<file path="config.mk">
export PLATFORM = sky130hd
export DESIGN_NAME = usr_shift_ctrl
export DESIGN_NICKNAME = d
export VERILOG_FILES = /design/src/rtl/usr_shift_ctrl.sv
export SDC_FILE = /design/constraint.sdc
export NUM_CORES = 1
export LEC_CHECK = 0
export BUFFER_PORTS_ARGS = -buffer_cell sky130_fd_sc_hd__buf_2
export CORE_UTILIZATION = 50
export DETAILED_ROUTE_END_ITERATION = 8
export HOLD_SLACK_MARGIN = 0.06
export PLACE_DENSITY = 0.81
export SYNTH_ARGS = -nofsm -noshare
export SYNTH_HDL_FRONTEND = slang
export SYNTH_SLANG_ARGS = --single-unit
</file>
<file path="constraint.sdc">
create_clock -name clk -period 3.2 [get_ports clk]
set_clock_uncertainty 0.05 [all_clocks]
set_input_delay 0.48 -clock clk [delete_from_list [all_inputs] [get_ports clk]]
set_output_delay 0.48 -clock clk [all_outputs]
set_load 0.02 [all_outputs]
</file>
<file path="src/rtl/usr_shift_ctrl.sv">
// Sequencer for an 8-bit universal shift register: load a byte, shift it N times, capture q.
// Optional rotate mode (cmd_rot port) is enabled by defining USR_CTRL_ROTATE_EN.
module usr_shift_ctrl #(
  parameter int WIDTH = 8
) (
  input  logic             clk,
  input  logic             reset,
  input  logic             cmd_valid,
  output logic             cmd_ready,
  input  logic [WIDTH-1:0] cmd_data,
  input  logic             cmd_dir,
  input  logic [3:0]       cmd_count,
  input  logic             cmd_fill,
`ifdef USR_CTRL_ROTATE_EN
  input  logic             cmd_rot,
`endif
  output logic [1:0]       usr_ctrl,
  output logic [WIDTH-1:0] usr_d,
  input  logic [WIDTH-1:0] usr_q,
  output logic             busy,
  output logic             done,
  output logic [WIDTH-1:0] result
);

  typedef enum logic [1:0] {
    IDLE    = 2'd0,
    LOAD    = 2'd1,
    SHIFT   = 2'd2,
    CAPTURE = 2'd3
  } state_t;

  state_t           state_reg, state_next;
  logic [3:0]       cnt_reg;
  logic [WIDTH-1:0] data_reg;
  logic             dir_reg;
  logic             fill_reg;
  logic             done_reg;
  logic [WIDTH-1:0] result_reg;
  logic             shift_in;
  logic             accept;

  assign accept = (state_reg == IDLE) && cmd_valid;

`ifdef USR_CTRL_ROTATE_EN
  logic rot_reg;

  // Rotate feeds back the bit that falls off the far end of the register.
  assign shift_in = rot_reg ? (dir_reg ? usr_q[0] : usr_q[WIDTH-1]) : fill_reg;

  always_ff @(posedge clk) begin
    if (!reset) begin
      rot_reg <= 1'b0;
    end else if (accept) begin
      rot_reg <= cmd_rot;
    end
  end
`else
  assign shift_in = fill_reg;
`endif

  always_ff @(posedge clk) begin
    if (!reset) begin
      state_reg  <= IDLE;
      cnt_reg    <= 4'd0;
      data_reg   <= '0;
      dir_reg    <= 1'b0;
      fill_reg   <= 1'b0;
      done_reg   <= 1'b0;
      result_reg <= '0;
    end else begin
      state_reg <= state_next;
      done_reg  <= (state_reg == CAPTURE);
      if (state_reg == CAPTURE) begin
        result_reg <= usr_q;
      end
      if (accept) begin
        data_reg <= cmd_data;
        dir_reg  <= cmd_dir;
        fill_reg <= cmd_fill;
        cnt_reg  <= (cmd_count > 4'd8) ? 4'd8 : cmd_count;
      end else if (state_reg == SHIFT) begin
        cnt_reg <= cnt_reg - 4'd1;
      end
    end
  end

  always_comb begin
    state_next = state_reg;
    usr_ctrl   = 2'b00;
    usr_d      = '0;
    case (state_reg)
      IDLE: begin
        if (cmd_valid) state_next = LOAD;
      end
      LOAD: begin
        usr_ctrl   = 2'b11;
        usr_d      = data_reg;
        state_next = (cnt_reg != 4'd0) ? SHIFT : CAPTURE;
      end
      SHIFT: begin
        if (dir_reg) begin
          usr_ctrl         = 2'b10;
          usr_d[WIDTH-1]   = shift_in;
        end else begin
          usr_ctrl = 2'b01;
          usr_d[0] = shift_in;
        end
        // cnt_reg still holds this cycle's shift, so 1 means it is the last one.
        if (cnt_reg == 4'd1) state_next = CAPTURE;
      end
      CAPTURE: begin
        state_next = IDLE;
      end
      default: begin
        state_next = IDLE;
      end
    endcase
  end

  assign cmd_ready = (state_reg == IDLE);
  assign busy      = (state_reg != IDLE);
  assign done      = done_reg;
  assign result    = result_reg;

endmodule

</file>
-- Word-level counts from Yosys, hierarchy flattened
Cells that the tools add are included.
- memories: 0
- output and inout port bits: 21
- memory bits (writable): 0
- ROM bits: 0
- bits in latches: 0
- flip-flop bits (word level): 25
- divide/modulo/power cells: 0
- $mul: 0
- eq/ne operators: 6
- muxes and demuxes: 14
- reductions and logical operators: 6
- add/sub/neg operators: 1
- bitwise gates (word level): 0
- shifts and indexed selects: 0
- magnitude comparators: 1
- operators by type and width (cell ; count):
    $mux W4 ; 3
    $pmux W2 S4 ; 1
    $mux W2 ; 3
    $mux W6 ; 1
    $eq A2 B2 Y1 const B ; 2
    $eq A4 B1 Y1 const B ; 1
    $gt A4 B4 Y1 const B ; 1
    $pmux W1 S2 ; 2
    $pmux W2 S2 ; 1
    $reduce_bool A2 Y1 ; 2
    $reduce_bool A4 Y1 ; 1
    $sub A4 B1 Y4 const B ; 1
    $mux W1 ; 3
    $eq A2 B1 Y1 const B ; 1
    $logic_not A2 Y1 ; 1
    $ne A2 B1 Y1 const B ; 1
    $ne A2 B2 Y1 const B ; 1
    $reduce_and A2 Y1 ; 1
    $logic_and A1 B1 Y1 ; 1

-- Longest topological paths before layout
Gate-level depths: netlist of the first run.
- depth in word-level cells: 3
- mapped depth: 6

-- Worst setup path after synthesis of the first run
No wires, ideal clock.
- path type: flip-flop to output port
- start: reg state_reg[1]
- end: out usr_d[7]
- cell stages (with the launch flop): 6
- arrival: 1.183 ns
- setup slack: 1.487 ns
- path through: dfxtp_1 -> inv_1 -> ha_1 -> clkbuf_1 -> a32oi_1 -> nor2b_1
- word-level cells in the longest chain between the ends: 2
- elaborated cells on any way between the ends: 3
- classes of those cells: 2 x eq/ne; 1 x mux
- ends and longest elaborated chain (item ; line ; text):
    start: declaration ; 32 ; state_t state_reg, state_next;
    start signal: assignment ; 71 ; state_reg <= state_next;
    $eq A2 B2 Y1 or $eq A2 B1 Y1 (tied branches) ; 91 ; case (state_reg)
    $pmux W1 S2 * ; 91 ;
    end: declaration ; 18 ; output logic [WIDTH-1:0] usr_d,
Every way passes the cells marked *; elsewhere a longest branch is shown, timed or not.

-- Final worst setup path of the first run
- start: reg state_reg[1]
- end: out usr_d[0]
The elaborated chain is that of the path after synthesis.

==> impl_metrics.ini, run 1 <==
[pwr]
internal_power_w = 0.000641
clockPowerShare_pct = 12.6
power.density_nw_per_um2 = 743
p_seq_share_pct = 39.2
ir_drop_mv = 0.609
leakagePower_nw = 0.678
power_frac_comb_pct = 48.1
p_switching_w = 0.000467
totalPowerFinal_w = 0.00111
swShare_pct = 42.2

[global_routing]
grt_usage_pct = 21.7
grt_pass1_vias = 1094
gr-total-overflow = 0
grt_pass1_wl_um = 4230
grt_start_max_net_pins = 24
antenna_found_initial = 0

[cts]
cts_tree = yes
ctsHtreeMaxLevel = 1
cts.path.max_buffers = 2
post_cts_resized = 0
cts_sinks = 25
tritoncts.num_buffers = 3
postCtsSetupBuffers = 0
clkSlewWorstSetupHoldPaths_ns = 0.14
clockRootBuffer = clkbuf_4
clock_latency_ns = 0.32
cts_hold_buf = 0

[sta]
worst_pin_slew_ns = 0.708
drv_slew = 0
rsz0062_at_grt = no
hold_violations = 0
finalSetupViolCount = 0
timing.final.crit_share_pct = 68.7
max_freq_mhz = 455
period_needed_ns = 2.20
fin_setup_tns_ns = 0
slew_headroom_pct = 52.8

[finish]
syn_to_final_growth_pct = 21.3
diodes = 0
layout-drive-gt1-share_pct = 29.3
nFillCells = 205
fin_cells = 212
utilization_pct = 66.1
nNetsFinal = 219
seqCellArea_um2 = 500
multi_input_area_um2 = 677

[synth]
synth_cell_type_count = 29
syn_nets = 175
async_reset_ff_share_pct = 0
synth-edff-count = 0
synthTopCellsByArea = dfxtp_1 41%, ha_1 9.2%, nand2_1 7.9%, mux2i_1 6.5%, a21oi_1 6.1%
synth_top_area_cell = dfxtp_1
ys_seq_area_share_pct = 40.7
yosysWarnings = 0
synth_flop_cell = dfxtp_1
syn_inst = 141
synth_area_per_cell_um2 = 8.72
yosys-top-cells-count = 26 x nand2_1, 25 x dfxtp_1, 15 x a21oi_1
synth_area_um2 = 1230
yosysTopAreaCellShare_pct = 40.7
synth_seq_cells = 25
synth_most_common_cell = nand2_1

[status]
outcome = completed

[floorplan]
io_pins = 46
die_h_um = 51.6
fp-row-count = 17
die_area_um2 = 2660
start_util_pct = 54.6
core_um2 = 2250
die_w_um = 51.6

[worst_setup_path]
crit_path_end_kind = output port
worst-path-max-fanout = 10
cp_data_arrival_time_ns = 1.67
cp.required_ns = 2.67
start_kind = flop
r2r_slack_ns = 1.46
crit_type = flop to output port

[route]
wire_per_inst_um = 12.1
vias_per_cell = 5.19
drtIter0Drc = 15
post-route-drc-count = 0
vias = 1101
dr.pass1.iters = 4
wirelength_um = 2560
drtAntennaViolNets = 0

[placement]
dpl.hpwl_um = 1940
gp_congestion = 0.739
portBuffers = 45
dp.cells = 208

[job]
maxCapViolCount = 0

[worst_hold_path]
hp-class = input pin to flop
[worst paths after layout]
kind / depth (start not counted) / startpoint / end
min reg2reg: 2 / data_reg[2] / data_reg[2]
min: 3 / cmd_data[3] / data_reg[3]
max reg2reg: 5 / state_reg[0] / cnt_reg[2]
max: 6 / state_reg[1] / usr_d[0]
[kinds of logic after synthesis]
| logic type | share of synthesized area (%) |
|---|---|
| buffers and inverters | 4.27 |
| flip-flops | 40.7 |
| XOR/XNOR | 1.42 |
| AO/OA/AOI/OAI | 14.5 |
| multiplexers | 6.51 |
| AND/OR/NAND/NOR | 23.4 |
| adder cells (fa/ha/maj) | 9.16 |
[per-layer routing]
layer  wire length [um]  vias to the layer above  track usage [%]
li1                   -                      554                -
met1               1070                      512             20.7
met2               1320                       31             42.0
met3                123                        4             6.14
met4                 45                        0             9.91
met5                  0                        -                0
[per-stage QoR]
stage	hold WS [ns]	cell area, um^2	worst slack (ns)
2_1_floorplan	0.382	1230	1.49
3_3_place_gp	0.388	1460	1.43
3_5_place_dp	0.394	1460	1.38
4_1_cts	0.317	1490	0.999
5_1_grt	0.316	1490	0.864
6_report	0.320	1490	1.00
[cell type report]
class	count	share of cell area, %
inverter	7	1.76
clock inverter	1	0.336
sequential	25	33.6
clock buffer	3	1.51
multi-input combinational	103	45.4
tap	28	2.35
timing repair buffer	45	15.1
[critical path, cell delays in order (launching register included)]
cell	delay [ns]
dfxtp_1	0.43
inv_1	0.12
ha_1	0.31
nand2_1	0.11
o21ai_0	0.07
and2_1	0.15
buf_2	0.15
[power groups by stage]
stage	Combinational, W	Sequential, W	Clock [W]
after CTS	0.000536	0.000435	0.000144
final	0.000533	0.000435	0.000140
after global routing	0.000596	0.000444	0.000153
after detailed placement	0.000534	0.000443	0
after global placement	0.000515	0.000438	0
after floorplan	0.000394	0.000443	0
[cells in the final DEF, fill, tap and decap left out, drive strengths merged, types with 2 or more instances in the layout]
cell and n:
buf 45, nor2 9, o21ai 4, inv 7
o221a 2, and2 9, nand2b 2, nand3b 3
mux2i 8, nor2b 3, a21oi 15, clkbuf 3
dfxtp 25, nand2 26, ha 9
Power figures use the tool's default switching activity.
==> run 2, diff against run 1 <==
--- a/config.mk
+++ b/config.mk
@@ -5,11 +5,12 @@
 export SDC_FILE = /design/constraint.sdc
 export NUM_CORES = 1
 export LEC_CHECK = 0
+export ABC_AREA = 1
 export BUFFER_PORTS_ARGS = -buffer_cell sky130_fd_sc_hd__buf_2
-export CORE_UTILIZATION = 50
+export CORE_UTILIZATION = 48
 export DETAILED_ROUTE_END_ITERATION = 8
 export HOLD_SLACK_MARGIN = 0.06
-export PLACE_DENSITY = 0.81
+export PLACE_DENSITY = 0.78
 export SYNTH_ARGS = -nofsm -noshare
 export SYNTH_HDL_FRONTEND = slang
 export SYNTH_SLANG_ARGS = --single-unit
==> constraint.sdc (replaced) <==
create_clock -name clk -period 2.1 [get_ports clk]
set_clock_uncertainty 0.05 [all_clocks]
set_input_delay 0.315 -clock clk [delete_from_list [all_inputs] [get_ports clk]]
set_output_delay 0.315 -clock clk [all_outputs]
set_load 0.02 [all_outputs]
==> run 2 against run 1 <==
Effect of this change: critical path depth is 1 lower; synthesized cell count is 24% higher; count of clock-buffer cells in the layout stayed put; combinational power is 82% higher; hold slack worse by 0.16 ns; register-to-register slack worse by 1.1 ns; cell count is 17% higher; critical endpoint is now usr_ctrl[0]; largest cell class unchanged; global-route usage is 0.39 points lower; via count is 9.4% higher.
==> impl_metrics.ini, run 2 <==
[status]
outcome = completed

[worst_setup_path]
cp_data_arrival_time_ns = 1.60
cp_num_buf_inv = 3
rr_worst_depth = 7
r2r_start = state_reg[0]
worstSetupStartpoint = state_reg[0]
worstReg2RegEnd = cnt_reg[2]
crit_top_cell = inv_1
crit_path_end_kind = output port
path_cells = inv_1, ha_1, inv_1, a21oi_1, buf_2
slowest_delay_ns = 0.47
start_kind = flop
r2r_slack_ns = 0.36
cp.depth = 5
worst-path-max-fanout = 6
critPathTopFamily = flip-flops
slowest_stage = dfxtp_1
crit_type = flop to output port
cp.required_ns = 1.74
critPathCapture = usr_ctrl[0]

[route]
dr.pass1.iters = 4
wirelength_um = 2720
post-route-drc-count = 0
drtAntennaViolNets = 0
vias = 1205
wire_per_inst_um = 11.0
drtIter0Drc = 13
vias_per_cell = 4.88

[cts]
tritoncts.num_buffers = 3
cts_sinks = 25
cts_hold_buf = 0
clkSlewWorstSetupHoldPaths_ns = 0.14
postCtsSetupBuffers = 0
cts.path.max_buffers = 2
post_cts_resized = 0
ctsHtreeMaxLevel = 1
cts_tree = yes
clockRootBuffer = clkbuf_4
clock_latency_ns = 0.31

[finish]
final_common_cell = buf_2
layout-drive-gt1-share_pct = 24.2
layout_common_cells = 45 x buf_2, 42 x nor2_1, 28 x nand2_1
nNetsFinal = 254
syn_to_final_growth_pct = 21.6
postLayoutCellArea_um2 = 1480
diodes = 0

[synth]
ys_seq_area_share_pct = 41.1
synth_area_um2 = 1220
synth_area_per_cell_um2 = 6.96
async_reset_ff_share_pct = 0
yosys-top-cells-count = 42 x nor2_1, 28 x nand2_1, 25 x dfxtp_1
synth_most_common_cell = nor2_1
synth_flop_cell = dfxtp_1
yosysWarnings = 0
synth_seq_cells = 25
synth_cell_type_count = 19
syn_inst = 175
synth_top_area_cell = dfxtp_1
yosysTopAreaCellShare_pct = 41.1
synth-edff-count = 0
syn_nets = 209
synthTopCellsByArea = dfxtp_1 41%, nor2_1 13%, ha_1 9.2%, nand2_1 8.6%, o21ai_0 8.2%

[job]
maxCapViolCount = 0

[global_routing]
grt_pass1_vias = 1124
antenna_found_initial = 0
grt_pass1_wl_um = 4440
grt_start_max_net_pins = 24
gr-total-overflow = 0
grt_usage_pct = 21.3

[sta]
slew_headroom_pct = 78.4
period_needed_ns = 1.97
finalSetupViolCount = 0
hold_violations = 0
worst_pin_slew_ns = 0.323
timing.final.crit_share_pct = 93.8
max_freq_mhz = 508
drv_slew = 0

[pwr]
leakagePower_nw = 0.829
swShare_pct = 46.7
power_frac_comb_pct = 51.0
clockPowerShare_pct = 11.6
internal_power_w = 0.00101
p_seq_share_pct = 37.4
ir_drop_mv = 0.657
power.density_nw_per_um2 = 1280
totalPowerFinal_w = 0.00190
p_switching_w = 0.000886

[placement]
placed_cell_area_um2 = 1450
portBuffers = 45
dpl.hpwl_um = 2070
gp_congestion = 0.912

[floorplan]
fp-row-count = 17
die_h_um = 52.4
core_um2 = 2300
io_pins = 46
die_w_um = 52.4
start_util_pct = 53.1
die_area_um2 = 2740

[worst_hold_path]
hp-class = input pin to flop
run 2: cell types whose count changed after synthesis, moves of 2 or more:
cell | before | now
a21oi_1 | 15 | 8
and2_1 | 9 | 0
buf_1 | 2 | 0
inv_1 | 7 | 23
mux2i_1 | 8 | 0
nand2_1 | 26 | 28
nand2b_1 | 2 | 0
nand3_1 | 0 | 8
nand3b_1 | 3 | 1
nor2_1 | 9 | 42
nor2b_1 | 3 | 0
o21ai_0 | 4 | 20
o221a_2 | 2 | 0
run 2: worst register-to-register path: stages (launching register included):
cell,delay [ns]
dfxtp_1,0.47
inv_1,0.13
ha_1,0.25
nand2_2,0.26
nand2_1,0.15
or2_0,0.23
nand3_1,0.08
inv_1,0.04
run 2: worst min path at each step:
stage                startpoint          end  slack, ns  depth (start not counted)
detailed placement  data_reg[5]  data_reg[5]       0.43                          2
global placement    data_reg[1]  data_reg[1]       0.41                          2
finish                 usr_q[6]    result[6]       0.16                          3
global route           usr_q[1]    result[1]       0.18                          3
CTS                    usr_q[6]    result[6]       0.16                          3
floorplan              usr_q[5]    result[5]       0.40                          2
run 2: cell families (layout without fill, tap and decap cells):
family | after synthesis | after routing | share of synthesized area [%]
buf+inv | 29 | 73 | 9.86
simple gates | 82 | 82 | 27.0
flops | 25 | 25 | 41.1
compound gates | 29 | 29 | 12.1
xor+xnor | 1 | 1 | 0.719
fa+ha+maj | 9 | 9 | 9.24
run 2: routing by layer:
layer	wire (um)	global-route usage, %	share of wire, %
met5	0	0	0
met4	13	4.82	0.48
met3	108	2.61	4.0
met2	1370	42.4	50
met1	1240	23.2	45
run 2: area by class of cell:
cell class / instances / area [um^2]
Clock buffer: 3 / 22.5
Clock inverter: 1 / 7.51
Fill cell: 212 / 816
Inverter: 24 / 90.1
Multi-Input combinational cell: 121 / 601
Sequential cell: 25 / 500
Tap cell: 28 / 35.0
Timing Repair Buffer: 45 / 225
run 2: through the flow:
stage                     hold slack (ns)  cells  util (%)  setup slack (ns)  setup TNS, ns
after floorplan                     0.400    175         -             0.552              0
after global placement              0.413    243      63.1             0.512              0
after detailed placement            0.430    243      63.1             0.396              0
after CTS                           0.157    247      64.4             0.106              0
after global routing                0.181    247      64.5          -0.00407       -0.00407
final                               0.164    247      64.5             0.130              0
run 2: power groups by stage:
stage | logic [W] | clock network (W) | registers, W
after floorplan | 0.000685 | 0 | 0.000736
after global placement | 0.000921 | 0 | 0.000712
after detailed placement | 0.000962 | 0 | 0.000719
after CTS | 0.000966 | 0.000226 | 0.000708
after global routing | 0.00110 | 0.000243 | 0.000725
final | 0.000968 | 0.000220 | 0.000710
==> run 3, diff against run 2 <==
--- a/config.mk
+++ b/config.mk
@@ -7,10 +7,9 @@
 export LEC_CHECK = 0
 export ABC_AREA = 1
 export BUFFER_PORTS_ARGS = -buffer_cell sky130_fd_sc_hd__buf_2
-export CORE_UTILIZATION = 48
+export CORE_UTILIZATION = 36
 export DETAILED_ROUTE_END_ITERATION = 8
 export HOLD_SLACK_MARGIN = 0.06
-export PLACE_DENSITY = 0.78
 export SYNTH_ARGS = -nofsm -noshare
 export SYNTH_HDL_FRONTEND = slang
 export SYNTH_SLANG_ARGS = --single-unit
==> run 3 against run 2 <==
Effect of this change: die area up 32%; setup slack better by 0.058 ns; largest power group unchanged; highest routed layer unchanged; hold slack better by 0.012 ns; wire length down 3.4%; register-to-register slack better by 0.09 ns; power down 1.1%; via count down 5.6%; clock power down 7%; combinational power about the same; first-iteration DRC count rose to 2.6 times the previous value; cell count up 6.9%; critical path depth unchanged.
==> impl_metrics.ini, run 3 (synthesis gave the netlist of run 2 again) <==
[route]
vias_per_cell = 4.31
post-route-drc-count = 0
vias = 1138
drtIter0Drc = 34
wirelength_um = 2630
drtAntennaViolNets = 0
dr.pass1.iters = 4
wire_per_inst_um = 9.97

[worst_hold_path]
hold_start = usr_q[4]
holdPathEnd = result[4]
holdPathStages = 3
hp-class = input pin to flop

[floorplan]
io_pins = 46
start_util_pct = 39.0
die_w_um = 60.2
die_h_um = 60.2
fp-row-count = 20
core_um2 = 3130
die_area_um2 = 3620

[finish]
final_common_cell = buf_2
syn_to_final_growth_pct = 23.6
layout-drive-gt1-share_pct = 24.5
nNetsFinal = 255
layout_common_cells = 45 x buf_2, 42 x nor2_1, 28 x nand2_1
nFillCells = 347
utilization_pct = 48.2
diodes = 0

[pwr]
ir_drop_mv = 0.579
leakagePower_nw = 0.836
power.density_nw_per_um2 = 1250

[worst_setup_path]
worst-path-max-fanout = 6
start_kind = flop
cp.required_ns = 1.74
crit_type = flop to output port
r2r_slack_ns = 0.45
cp_data_arrival_time_ns = 1.55
crit_path_end_kind = output port
rr_worst_depth = 7
r2r_start = state_reg[1]
worstReg2RegEnd = cnt_reg[2]

[global_routing]
gr-total-overflow = 0
grt_pass1_vias = 1016
antenna_found_initial = 0
grt_start_max_net_pins = 24
grt_usage_pct = 15.9
grt_pass1_wl_um = 4330

[cts]
post_cts_resized = 0
cts_hold_buf = 0
tritoncts.num_buffers = 3
clock_latency_ns = 0.30
cts_sinks = 25
ctsHtreeMaxLevel = 1
postCtsSetupBuffers = 0
cts.path.max_buffers = 2
cts_tree = yes
clockRootBuffer = clkbuf_4
clkSlewWorstSetupHoldPaths_ns = 0.13

[placement]
dp_slack_ns = 0.442
gp_congestion = 0.741
dpl.hpwl_um = 1960
portBuffers = 45

[sta]
max_freq_mhz = 523
drv_slew = 0
fin_setup_tns_ns = 0
hold_violations = 0
fin_ws_ns = 0.188
period_needed_ns = 1.91
rsz0062_at_grt = no
timing.hold.ws_ns = 0.176
worst_pin_slew_ns = 0.365
timing.final.crit_share_pct = 91.0
finalSetupViolCount = 0
slew_headroom_pct = 75.7

[status]
outcome = completed

[job]
maxCapViolCount = 0
run 3: cell types whose count changed in the layout (fill, tap and decap cells not counted), sizes merged:
| cell | before | now |
|---|---|---|
| clkbuf | 3 | 4 |
| clkinvlp | 1 | 0 |
| buf | 45 | 46 |
run 3: worst max-delay path by stage:
stage | startpoint | to | slack (ns)
2_1_floorplan | state_reg[0] | usr_ctrl[0] | 0.55
3_3_place_gp | state_reg[0] | cnt_reg[1] | 0.47
3_5_place_dp | state_reg[1] | usr_d[0] | 0.44
4_1_cts | state_reg[1] | usr_d[0] | 0.08
5_1_grt | state_reg[1] | usr_ctrl[0] | 0.008
6_report | state_reg[1] | usr_d[0] | 0.19
run 3: routing by layer:
layer	track usage (%)	part of all wire, %	vias to the layer above
li1	-	-	628
met2	26.1	46	32
met1	20.2	48	476
met4	3.65	0.46	0
met3	4.98	5.3	2
met5	0	0	-
run 3: per-stage QoR:
step           cell area (um^2)  total power, W  cells
6_report                   1510         0.00188    264
5_1_grt                    1510         0.00207    264
4_1_cts                    1500         0.00189    264
3_5_place_dp               1480         0.00168    260
3_3_place_gp               1480         0.00168    260
2_1_floorplan              1220         0.00142    175
run 3: worst max-delay path: stages (launching register included):
cell     delay (ns)
dfxtp_1        0.44
inv_1          0.12
ha_1           0.31
inv_1          0.08
a21oi_1        0.11
buf_2          0.18
run 3: power breakdown:
group          internal, W  total [W]  leakage (nW)  switching, W
sequential        0.000611   0.000707         0.206     0.0000958
combinational     0.000335   0.000966         0.615      0.000630
clock            0.0000740   0.000205        0.0150      0.000131
run 3: cell type report:
class	count	area [um^2]	share of cell area (%)
multi-input combinational	121	601	39.9
sequential	25	502	33.3
timing repair buffer	46	233	15.4
inverter	24	90.1	5.98
tap	44	55.1	3.65
clock buffer	4	26.3	1.74
